`config.mk`:
```
export PLATFORM = sky130hd
export DESIGN_NAME = wrr_arbiter
export DESIGN_NICKNAME = d
export VERILOG_FILES = /design/src/rtl/wrr_arbiter.sv
export SDC_FILE = /design/constraint.sdc
export NUM_CORES = 1
export LEC_CHECK = 0
export CAP_MARGIN = 20
export CORE_AREA = 2 2 56 58
export CTS_BUF_LIST = sky130_fd_sc_hd__clkbuf_16
export DETAILED_ROUTE_END_ITERATION = 6
export DIE_AREA = 0 0 58 60
export GPL_ROUTABILITY_DRIVEN = 1
export PLACE_DENSITY_LB_ADDON = 0.08
export SLEW_MARGIN = 20
export SYNTH_ARGS = -nofsm -noshare
export SYNTH_HDL_FRONTEND = slang
export SYNTH_SLANG_ARGS = --single-unit
```
`constraint.sdc`:
```
create_clock -name clk -period 2.05 [get_ports clk]
set_input_delay 0.205 -clock clk [delete_from_list [all_inputs] [get_ports clk]]
set_output_delay 0.205 -clock clk [all_outputs]
set_load 0.01 [all_outputs]
```
`src/rtl/wrr_arbiter.sv`:
```
// Weighted round-robin / fixed-priority arbiter with per-requester beat credits
// and grant lock. One-hot registered grant, one-cycle arbitration latency.
module wrr_arbiter #(
  parameter int NUM_REQUESTERS = 4,
  parameter int WEIGHT_W       = 4,
  localparam int IDX_W         = (NUM_REQUESTERS > 1) ? $clog2(NUM_REQUESTERS) : 1
) (
  input  logic                               clk,
  input  logic                               rst_n,
  input  logic [NUM_REQUESTERS-1:0]          i_requests,
  input  logic [NUM_REQUESTERS*WEIGHT_W-1:0] i_weights,
  input  logic [NUM_REQUESTERS-1:0]          i_lock,
  input  logic                               i_mode,
  input  logic                               i_ready,
  output logic [NUM_REQUESTERS-1:0]          o_grants,
  output logic                               o_grant_valid,
  output logic [IDX_W-1:0]                   o_grant_idx,
  output logic                               o_dbg_state
);

  localparam logic S_IDLE  = 1'b0;
  localparam logic S_GRANT = 1'b1;

  logic                      r_state;
  logic [NUM_REQUESTERS-1:0] r_grants;
  logic [IDX_W-1:0]          r_idx;
  logic [IDX_W-1:0]          r_last_idx;
  logic [WEIGHT_W-1:0]       r_credit;

  logic                w_any_req;
  logic                w_found;
  logic [IDX_W-1:0]    w_win_idx;
  int                  w_cand;
  logic [WEIGHT_W-1:0] w_win_weight;
  logic [WEIGHT_W-1:0] w_load_credit;
  logic                w_beat;
  logic                w_lock_h;
  logic                w_release;
  logic                w_expire;
  logic                w_decide;

  assign w_any_req = |i_requests;

  // Winner search: fixed priority scans from 0; round-robin starts one past the last holder.
  always_comb begin
    w_found   = 1'b0;
    w_win_idx = '0;
    w_cand    = 0;
    if (i_mode) begin
      for (int k = 0; k < NUM_REQUESTERS; k++) begin
        if (!w_found && i_requests[k]) begin
          w_found   = 1'b1;
          w_win_idx = IDX_W'(k);
        end
      end
    end else begin
      for (int off = 1; off <= NUM_REQUESTERS; off++) begin
        w_cand = (int'(r_last_idx) + off) % NUM_REQUESTERS;
        if (!w_found && i_requests[w_cand]) begin
          w_found   = 1'b1;
          w_win_idx = IDX_W'(w_cand);
        end
      end
    end
  end

  assign w_win_weight  = i_weights[int'(w_win_idx)*WEIGHT_W +: WEIGHT_W];
  assign w_load_credit = (w_win_weight == '0) ? WEIGHT_W'(1) : w_win_weight;

  // Handshake: a beat is o_grant_valid && i_ready in the same cycle; i_ready may
  // toggle freely and the grant never depends on it combinationally.
  assign w_beat    = o_grant_valid && i_ready;
  assign w_lock_h  = i_lock[r_idx];
  assign w_release = !w_lock_h && !i_requests[r_idx];
  assign w_expire  = w_beat && !w_lock_h && (r_credit == WEIGHT_W'(1));
  assign w_decide  = (r_state == S_IDLE) ? w_any_req : (w_release || w_expire);

  always_ff @(posedge clk or negedge rst_n) begin
    if (!rst_n) begin
      r_state    <= S_IDLE;
      r_grants   <= '0;
      r_idx      <= '0;
      r_last_idx <= IDX_W'(NUM_REQUESTERS - 1);
      r_credit   <= '0;
    end else if (w_decide) begin
      if (w_any_req) begin
        r_state    <= S_GRANT;
        r_grants   <= NUM_REQUESTERS'(1) << w_win_idx;
        r_idx      <= w_win_idx;
        r_last_idx <= w_win_idx;
        r_credit   <= w_load_credit;
      end else begin
        r_state  <= S_IDLE;
        r_grants <= '0;
        r_idx    <= '0;
        r_credit <= '0;
      end
    end else if (r_state == S_GRANT && w_beat && !w_lock_h) begin
      r_credit <= r_credit - WEIGHT_W'(1);
    end
  end

  assign o_grants      = r_grants;
  assign o_grant_valid = |r_grants;
  assign o_grant_idx   = r_idx;
  assign o_dbg_state   = r_state;

endmodule

```
Word level (Yosys, flattened, before mapping)
Index checks and enable logic that the tools add are counted.
{ "classes": {"addsub": 5, "order_cmp": 5, "eq_ne": 1, "shift": 2, "n_mux": 44, "bitwise": 4, "n_reduce_logical": 30} }
{ "op_table": {"columns": ["operator", "count"], "rows": [
  ["$mux W1", 25],
  ["$mux W4", 5],
  ["$lt A3 B4 Y1 const B", 4],
  ["$mux W2", 8],
  ["$shiftx A16 B5 Y4", 1],
  ["$bmux W1 S2", 6],
  ["$logic_and A1 B1 Y1", 12],
  ["$logic_not A1 Y1", 8],
  ["$reduce_or A2 Y1", 4],
  ["$reduce_or A4 Y1", 2],
  ["$add A2 B1 Y2 const B", 2],
  ["$add A2 B2 Y2 const B", 2],
  ["$and A1 B1 Y1 const A", 4],
  ["$eq A4 B1 Y1 const B", 1],
  ["$logic_not A4 Y1", 1],
  ["$shl A1 B2 Y4 const A", 1],
  ["$sub A4 B1 Y4 const B", 1],
  ["$lt A2 B3 Y1 const B", 1],
  ["$reduce_and A2 Y1", 1],
  ["$reduce_bool A2 Y1", 1],
  ["$logic_or A1 B1 Y1", 1]
]} }
{ "totals": {"reg_bits": 13, "input_bits": 28, "word_cells": 96} }

Longest topological paths before layout
Gate-level depths: netlist (run 1).
{ "depth": {"word_depth": 25, "ltp_mapped": 8, "mapped_depth_nobuf": 7} }

Worst setup path before layout (run 1)
No wires, ideal clock.
{ "synth_timing": {"kind": "register to register", "startpoint": "reg r_idx[0], in the netlist o_grant_idx[0]", "endpoint": "reg r_last_idx[1]", "arrival_time_ps": 1923, "required_ps": 1968, "slack_ps": 45, "stages_incl_launch_ff": 7, "path_buffers": 1, "period_less_slack_ps": 2005, "path_cell_list": "dfrtp_1 -> mux4_2 -> and2_1 -> a31oi_4 -> and2_1 -> buf_4 -> mux2_2"} }
{ "synth_between": {"elab_chain_cells": 8} }
{ "synth_rtl": {"columns": ["element", "line_no", "text"], "rows": [
  ["start, declared", "26", "logic [IDX_W-1:0] r_idx;"],
  ["start signal, assigned", "89", "r_idx <= w_win_idx;"],
  ["$bmux W1 S2", "73", "assign w_lock_h = i_lock[r_idx];"],
  ["$mux W1 (implied by the code)", "73", null],
  ["$logic_not A1 Y1", "74, 75", null],
  ["$logic_and A1 B1 Y1 (2 in a row)", "75", "assign w_expire = w_beat && !w_lock_h && (r_credit == WEIGHT_W'(1));"],
  ["$logic_or A1 B1 Y1 *", "76", "assign w_decide = (r_state == S_IDLE) ? w_any_req : (w_release || w_expire);"],
  ["$mux W1 *", "76", null],
  ["$reduce_and A2 Y1 (no source line) *", null, null],
  ["end signal, assigned", "83", "r_last_idx <= IDX_W'(NUM_REQUESTERS - 1);"],
  ["end signal, assigned", "90", "r_last_idx <= w_win_idx;"],
  ["end, declared", "27", "logic [IDX_W-1:0] r_last_idx;"]
]} }
Every way passes the cells marked *; elsewhere a longest branch is shown, timed or not. The select of a mux whose other input is x is not followed.
A chain may end at the register's enable or synchronous reset.

Worst setup path after layout (run 1)
{ "layout_timing": {"startpoint": "in i_requests[3]", "endpoint": "reg r_credit[2]"} }
{ "layout_between": {"elab_chain_cells": 22} }
{ "layout_rtl": {"columns": ["element", "line_no", "text"], "rows": [
  ["start, declared", "10", "input logic [NUM_REQUESTERS-1:0] i_requests,"],
  ["$bmux W1 S2", "59", "if (!w_found && i_requests[w_cand]) begin"],
  ["$mux W1 (implied by the code) (2 in a row)", "59", null],
  ["$mux W1", "59", null],
  ["$mux W1", "49", "if (i_mode) begin"],
  ["$logic_not A1 Y1", "59", null],
  ["$logic_and A1 B1 Y1", "59", null],
  ["$mux W1", "59", null],
  ["$mux W1", "49", null],
  ["(+5 left out)", null, null],
  ["$logic_and A1 B1 Y1", "59", null],
  ["$mux W2", "59", null],
  ["$mux W2", "49", null],
  ["$shiftx A16 B5 Y4", "67", "assign w_win_weight = i_weights[int'(w_win_idx)*WEIGHT_W +: WEIGHT_W];"],
  ["$logic_not A4 Y1", "68", "assign w_load_credit = (w_win_weight == '0) ? WEIGHT_W'(1) : w_win_weight;"],
  ["$mux W4", "68", null],
  ["$mux W4", "86", "if (w_any_req) begin"],
  ["$mux W4", "85", "end else if (w_decide) begin"],
  ["end signal, assigned", "91", "r_credit <= w_load_credit;"],
  ["end signal, assigned", "99", "r_credit <= r_credit - WEIGHT_W'(1);"],
  ["end, declared", "28", "logic [WEIGHT_W-1:0] r_credit;"]
]} }
Several ways; a longest one is shown, not always the timed one. The select of a mux whose other input is x is not followed.

==> results_dict.tcl, run 1 <==
set metrics [dict create \
    fin_crit_ns 1.99 \
    num_io_pins 36 \
    grt_pass1_vias 1114 \
    powerDensity_nw_per_um2 1240 \
    coreArea_um2 2900 \
    highest-signal-layer "met4" \
    clkPwrFrac 0.169 \
    tritoncts "yes" \
    cts_max_level 1 \
    yosysWarnings 0 \
    via_count 1106 \
    cpPeakStageDelay_ns 0.58 \
    status "finished, final reports clean" \
    synth_top_family_by_area "simple AND/OR/NAND/NOR gates" \
    r2r_start "r_credit[1]$_DFFE_PN0P_" \
    io_buffers 35 \
    cts_made_buffers 3 \
    cp_slowest_cell "mux4_2" \
    fmax_mhz 502 \
    syn_to_final_growth_pct 58.8 \
    setup_slack_ns 0.0578 \
    syn-mean-instance-area_um2 9.75 \
    p_total_w 0.00219 \
    sw_frac_of_total 0.373 \
    clock_skew_ns 0.00403 \
    dieArea_um2 3480 \
    drive_above_1_share 0.320 \
    fin_crit_sh 0.972 \
    hold_class "input port to async pin" \
    syn-num-nets 144 \
    cp-endpoint "r_credit[2]$_DFFE_PN0P_" \
    dp_hpwl_um 2390 \
    crit_arrival_ns 2.16 \
    tightest_slew_ns 0.602 \
    wl_met2_um 1480 \
    slew_headroom 0.598 \
    first_pass_iters 4 \
    muxShareOfSynthArea 0.125 \
    syn_inst 114 \
    synth_compound_area_frac 0.238 \
    wl_met3_um 134 \
    grt_pass1_wl_um 4830 \
    synth_edf_count 0 \
    place_worst_setup_slack_ns -0.230 \
    design_area_um2 1760 \
    p_int_w 0.00137 \
    syn-cell-area_um2 1110 \
    cts_root_buffer "clkbuf_16" \
    ant_nets 0 \
    cts_buffer_depth 2 \
    synth_cell_types 44 \
    r2r_cells 7 \
    nets 203 \
    routed_wirelength_um 2980 \
    grt_max_degree 14 \
    ys.flop_type "dfrtp_1" \
    synthSimpleGateAreaFrac 0.275 \
    path_cells "clkdlybuf4s50_1 -> mux4_2 -> buf_4 -> a311oi_4 -> a21bo_2 -> o211ai_2" \
    slew_viol_final 0 \
    antenna_cells 0 \
    gp_congestion 0.810 \
    vdd_drop_max_uv 938 \
    cp_max_fo 7 \
    clk_pin_slew_ns 0.05 \
    p_leak_nw 0.754 \
    endpoint_kind "register" \
    critPathKind "input port to register" \
    timing.hold.ws_ns 0.347 \
    synthArstFlopShare 1.00 \
    yosysSeqAreaShare 0.295 \
    die_y_um 60 \
    p_switching_w 0.000816 \
    grtUsageTotal 0.184 \
    viasPerCell 5.40 \
    die_w_um 58 \
    rr_endpoint "r_credit[2]$_DFFE_PN0P_" \
    combPwrFrac 0.595 \
    setup_viol 0 \
    grt_antenna_before_repair 0 \
    worstPathRequired_ns 2.21 \
    wl_met1_um 1340 \
    r2r_setup_slack_ns 0.06 \
    overflow 0 \
    crit_start "i_requests[3]" \
    rows 20 \
    hold_viol 0 \
    clk_latency_ns 0.24 \
    drc 0 \
    startpoint_type "input port" \
    initialDrtViolationCount 35 \
    wire_per_inst_um 14.6 \
    synth-xor-area-share 0.00788 \
    post_cts_buffers 0 \
    place_area_um2 1640 \
    cts.sinks 13 \
    max_cap_violations 0 \
    seq_power_share 0.236 \
    synth_seq_cells 13 \
    start_util 0.383 \
    synthAdderAreaFrac 0.0225 \
]
-- worst max-delay path, delay by kind of cell --
family,cells,cell delay [ns]
buf+inv,2,0.71
compound gates,3,0.67
mux,1,0.58
-- layer usage --
metal	up-vias	global-route usage
met4	0	0.0598
met2	28	0.320
met3	2	0.0346
met1	515	0.229
li1	561	-
met5	-	0
-- power groups by stage --
stage / clock network (W) / logic [W] / registers (W)
floorplan: 0 / 0.000736 / 0.000513
global placement: 0 / 0.00122 / 0.000511
detailed placement: 0 / 0.00123 / 0.000516
CTS: 0.000374 / 0.00124 / 0.000513
global route: 0.000397 / 0.00142 / 0.000537
finish: 0.000369 / 0.00130 / 0.000516
-- cell usage in the layout, fill, tap and decap left out, types with 2 or more instances in the layout --
cell             instances
a21bo_2                  2
a21oi_1                  3
a21oi_2                  2
a22o_1                   4
and2_4                   2
buf_4                   22
clkbuf_16                3
clkdlybuf4s50_1         33
dfrtp_1                 11
dfstp_2                  2
dlymetal6s2s_1           2
ha_1                     2
inv_1                    3
mux2_2                   3
mux2i_1                  6
mux4_2                   2
nand2_1                 10
nand2b_1                 3
nand3_1                  4
nor2_1                   9
nor3_1                   6
nor3b_2                  2
o2111ai_1                2
o211ai_2                 2
o21ai_0                  3
o21ai_1                  4
or4_1                    2
-- repair_timing --
item,4_1_cts,5_1_grt
setup endpoints to repair,0,8
hold buffers,0,0
gates resized for setup,0,13
-- cells by family after synthesis --
logic type,count (synthesis)
adders and majority gates,2
xor gates and xnor gates,1
buffers and inverters,6
and+or+nand+nor,50
AOI/OAI and AO/OA,31
DFF,13
muxes,11
-- state kept, by name, indices dropped and copies added (netlist names) --
signal and cells:
o_grants 4, r_credit 4, o_grant_idx 2, r_last_idx 2
o_dbg_state 1
-- worst min path at each step --
stage          cells after the start                       to                    start  slack (ns)
2_1_floorplan                      0  o_dbg_state$_DFFE_PN0N_                    rst_n       -0.09
3_3_place_gp                       2  o_grants[0]$_DFFE_PN0N_  o_grants[0]$_DFFE_PN0N_        0.54
3_5_place_dp                       2  o_grants[2]$_DFFE_PN0N_  o_grants[2]$_DFFE_PN0N_        0.54
4_1_cts                            1  o_grants[3]$_DFFE_PN0N_                    rst_n        0.37
5_1_grt                            1  o_grants[2]$_DFFE_PN0N_                    rst_n        0.40
6_report                           1  o_dbg_state$_DFFE_PN0N_                    rst_n        0.35
-- layout make-up --
class / count / area [µm²]
clock buffers: 3 / 75.1
clock inverters: 1 / 5.00
fillers: 272 / 1140
inverters: 3 / 11.3
multi-input cells: 95 / 783
flip-flops and latches: 13 / 328
well taps: 33 / 41.3
repair buffers: 57 / 520
-- synth_stat cells, types with 3 or more instances --
master	n	area share
a21oi_1	5	0.023
a22o_1	4	0.032
and2_1	3	0.017
dfrtp_1	11	0.25
inv_1	3	0.010
mux2_2	3	0.030
mux2i_1	6	0.054
nand2_1	10	0.034
nand2b_1	3	0.017
nand3_1	4	0.018
nor2_1	9	0.030
nor3_1	6	0.027
o21ai_0	5	0.023
o21ai_1	3	0.014
-- through the flow --
stage	utilization	TNS (ns)	instances
after global routing	0.608	-0.0906	205
after floorplan	-	0	114
after global placement	0.564	-1.96	201
final	0.608	0	205
after detailed placement	0.564	-1.82	201
after CTS	0.592	0	205
Power figures use the tool's default switching activity.
==> run 2: changes to the inputs <==
--- a/config.mk
+++ b/config.mk
@@ -11,7 +11,7 @@
 export DETAILED_ROUTE_END_ITERATION = 6
 export DIE_AREA = 0 0 58 60
 export GPL_ROUTABILITY_DRIVEN = 1
-export PLACE_DENSITY_LB_ADDON = 0.08
+export PLACE_DENSITY_LB_ADDON = 0.05
 export SLEW_MARGIN = 20
 export SYNTH_ARGS = -nofsm -noshare
 export SYNTH_HDL_FRONTEND = slang
==> constraint.sdc (replaced) <==
create_clock -name clk -period 1.62 [get_ports clk]
set_input_delay 0.162 -clock clk [delete_from_list [all_inputs] [get_ports clk]]
set_output_delay 0.162 -clock clk [all_outputs]
set_load 0.01 [all_outputs]
==> run 2 against run 1 <==
Effect of this change:
- the run now ends with negative setup slack left
- routed wire length rose by 17%
- combinational power up 71%
- die area unchanged
- sequential cell count unchanged
- register-to-register slack got worse by 0.39 ns
- clock skew decreased by 0.0027 ns
- worst setup slack got worse by 0.39 ns
- count of clock-buffer cells in the layout did not move
- global-route usage rose by 3.5 points
- clock power rose by 30%
- core utilization is 9.5 points higher
- critical path depth is the same
==> results_dict.tcl, run 2 (synthesis results as in run 1) <==
set metrics [dict create \
    slew_viol_final 0 \
    tightest_slew_ns 0.639 \
    critPathKind "register to register" \
    io_buffers 35 \
    nets 227 \
    sw_frac_of_total 0.366 \
    rr_endpoint "r_credit[0]$_DFFE_PN0P_" \
    grt_antenna_before_repair 0 \
    grt_max_degree 14 \
    p_int_w 0.00212 \
    endpoint_kind "register" \
    first_pass_iters 4 \
    rows 20 \
    routed_wirelength_um 3500 \
    dieArea_um2 3480 \
    via_count 1211 \
    worstPathRequired_ns 1.75 \
    r2r_start "r_last_idx[1]$_DFFE_PN1P_" \
    clk_pin_slew_ns 0.05 \
    grt_pass1_vias 1241 \
    place_worst_setup_slack_ns -0.611 \
    ctsHoldBuffers 0 \
    crit_arrival_ns 2.08 \
    clk_latency_ns 0.25 \
    vdd_drop_max_uv 1110 \
    drc 0 \
    dp_hpwl_um 2600 \
    hold_class "input port to async pin" \
    syn_to_final_growth_pct 83.6 \
    overflow 0 \
    fin_util 0.703 \
    fin_crit_ns 1.95 \
    cts.sinks 13 \
    initialDrtViolationCount 23 \
    fin_crit_sh 1.20 \
    r2r_cells 6 \
    cts_root_buffer "clkbuf_16" \
    slew_headroom 0.573 \
    grtUsageTotal 0.219 \
    antenna_cells 0 \
    cts_max_level 1 \
    max_cap_violations 0 \
    tritoncts "yes" \
    violations "negative setup slack" \
    layout_commonest_cell "buf_4" \
    setup_slack_ns -0.328 \
    drive_above_1_share 0.454 \
    powerDensity_nw_per_um2 1630 \
    p_switching_w 0.00122 \
    rsz0062_at_grt "true" \
    setup_viol 12 \
    hold_viol 0 \
    wire_per_inst_um 15.3 \
    num_io_pins 36 \
    clkPwrFrac 0.143 \
    gp_congestion 0.803 \
    grt_pass1_wl_um 5640 \
    fmax_mhz 513 \
    combPwrFrac 0.665 \
    start_util 0.383 \
    cts_made_buffers 3 \
    r2r_setup_slack_ns -0.33 \
    final_cell_mix "40 x buf_4, 31 x clkdlybuf4s50_1, 11 x dfrtp_1" \
    die_y_um 60 \
    die_w_um 58 \
    ant_nets 0 \
    cts_buffer_depth 2 \
    clock_skew_ns 0.00137 \
    p_leak_nw 0.899 \
    seq_power_share 0.192 \
    coreArea_um2 2900 \
    cp_max_fo 6 \
    startpoint_type "register" \
    viasPerCell 5.29 \
    status "complete, but fails checks" \
]
-- run 2: area by class of cell --
| class | count | area (µm²) |
|---|---|---|
| clock buffers | 3 | 75.1 |
| clock inverters | 1 | 5.00 |
| fillers | 239 | 863 |
| inverters | 3 | 11.3 |
| multi-input cells | 95 | 866 |
| flip-flops and latches | 13 | 328 |
| well taps | 33 | 41.3 |
| repair buffers | 81 | 713 |
-- run 2: what timing repair did --
| item | CTS | global route |
|---|---|---|
| endpoints found under the setup margin | 13 | 13 |
| resized for setup | 26 | 10 |
| pin swaps | 9 | 9 |
| buffers inserted | 8 | 2 |
-- run 2: routing by layer --
layer	routed length [µm]	vias to the layer above	global-route usage
li1	-	597	-
met1	1440	577	0.252
met2	1880	30	0.390
met3	117	7	0.0303
met4	73	0	0.120
met5	0	-	0
-- run 2: worst max-delay path by stage --
stage / start / end / depth (start not counted)
after floorplan: o_grant_idx[0]$_DFFE_PN0N_ / r_last_idx[1]$_DFFE_PN1P_ / 6
after global placement: i_requests[1] / r_credit[0]$_DFFE_PN0P_ / 8
after detailed placement: i_requests[3] / r_credit[0]$_DFFE_PN0P_ / 8
after CTS: r_last_idx[1]$_DFFE_PN1P_ / r_credit[0]$_DFFE_PN0P_ / 8
after global routing: r_last_idx[1]$_DFFE_PN1P_ / r_credit[0]$_DFFE_PN0P_ / 6
final: r_last_idx[1]$_DFFE_PN1P_ / r_credit[0]$_DFFE_PN0P_ / 6
-- run 2: worst max-delay path, stage by stage, from the launching register on --
cell and delay, ns:
dfstp_2 0.60, nand2b_4 0.17, a21oi_4 0.06, nor4_4 0.38, nor2_4 0.08, mux2_4 0.31
a22o_1 0.22
-- run 2: power by group through the flow --
stage          combinational, W  clock, W  sequential [W]
4_1_cts                 0.00213  0.000478        0.000620
3_3_place_gp            0.00184         0        0.000614
6_report                0.00222  0.000478        0.000639
5_1_grt                 0.00238  0.000505        0.000653
3_5_place_dp            0.00186         0        0.000617
2_1_floorplan          0.000983         0        0.000652
-- run 2: through the flow --
| step | TNS [ns] | power (W) | std cells | hold slack, ns | area, µm² |
|---|---|---|---|---|---|
| 2_1_floorplan | -3.24 | 0.00164 | 114 | -0.134 | 1130 |
| 3_3_place_gp | -6.23 | 0.00246 | 218 | 0.576 | 1780 |
| 3_5_place_dp | -6.49 | 0.00248 | 218 | 0.579 | 1780 |
| 4_1_cts | -2.96 | 0.00322 | 230 | 0.327 | 2000 |
| 5_1_grt | -3.94 | 0.00353 | 229 | 0.363 | 2040 |
| 6_report | -3.03 | 0.00333 | 229 | 0.313 | 2040 |
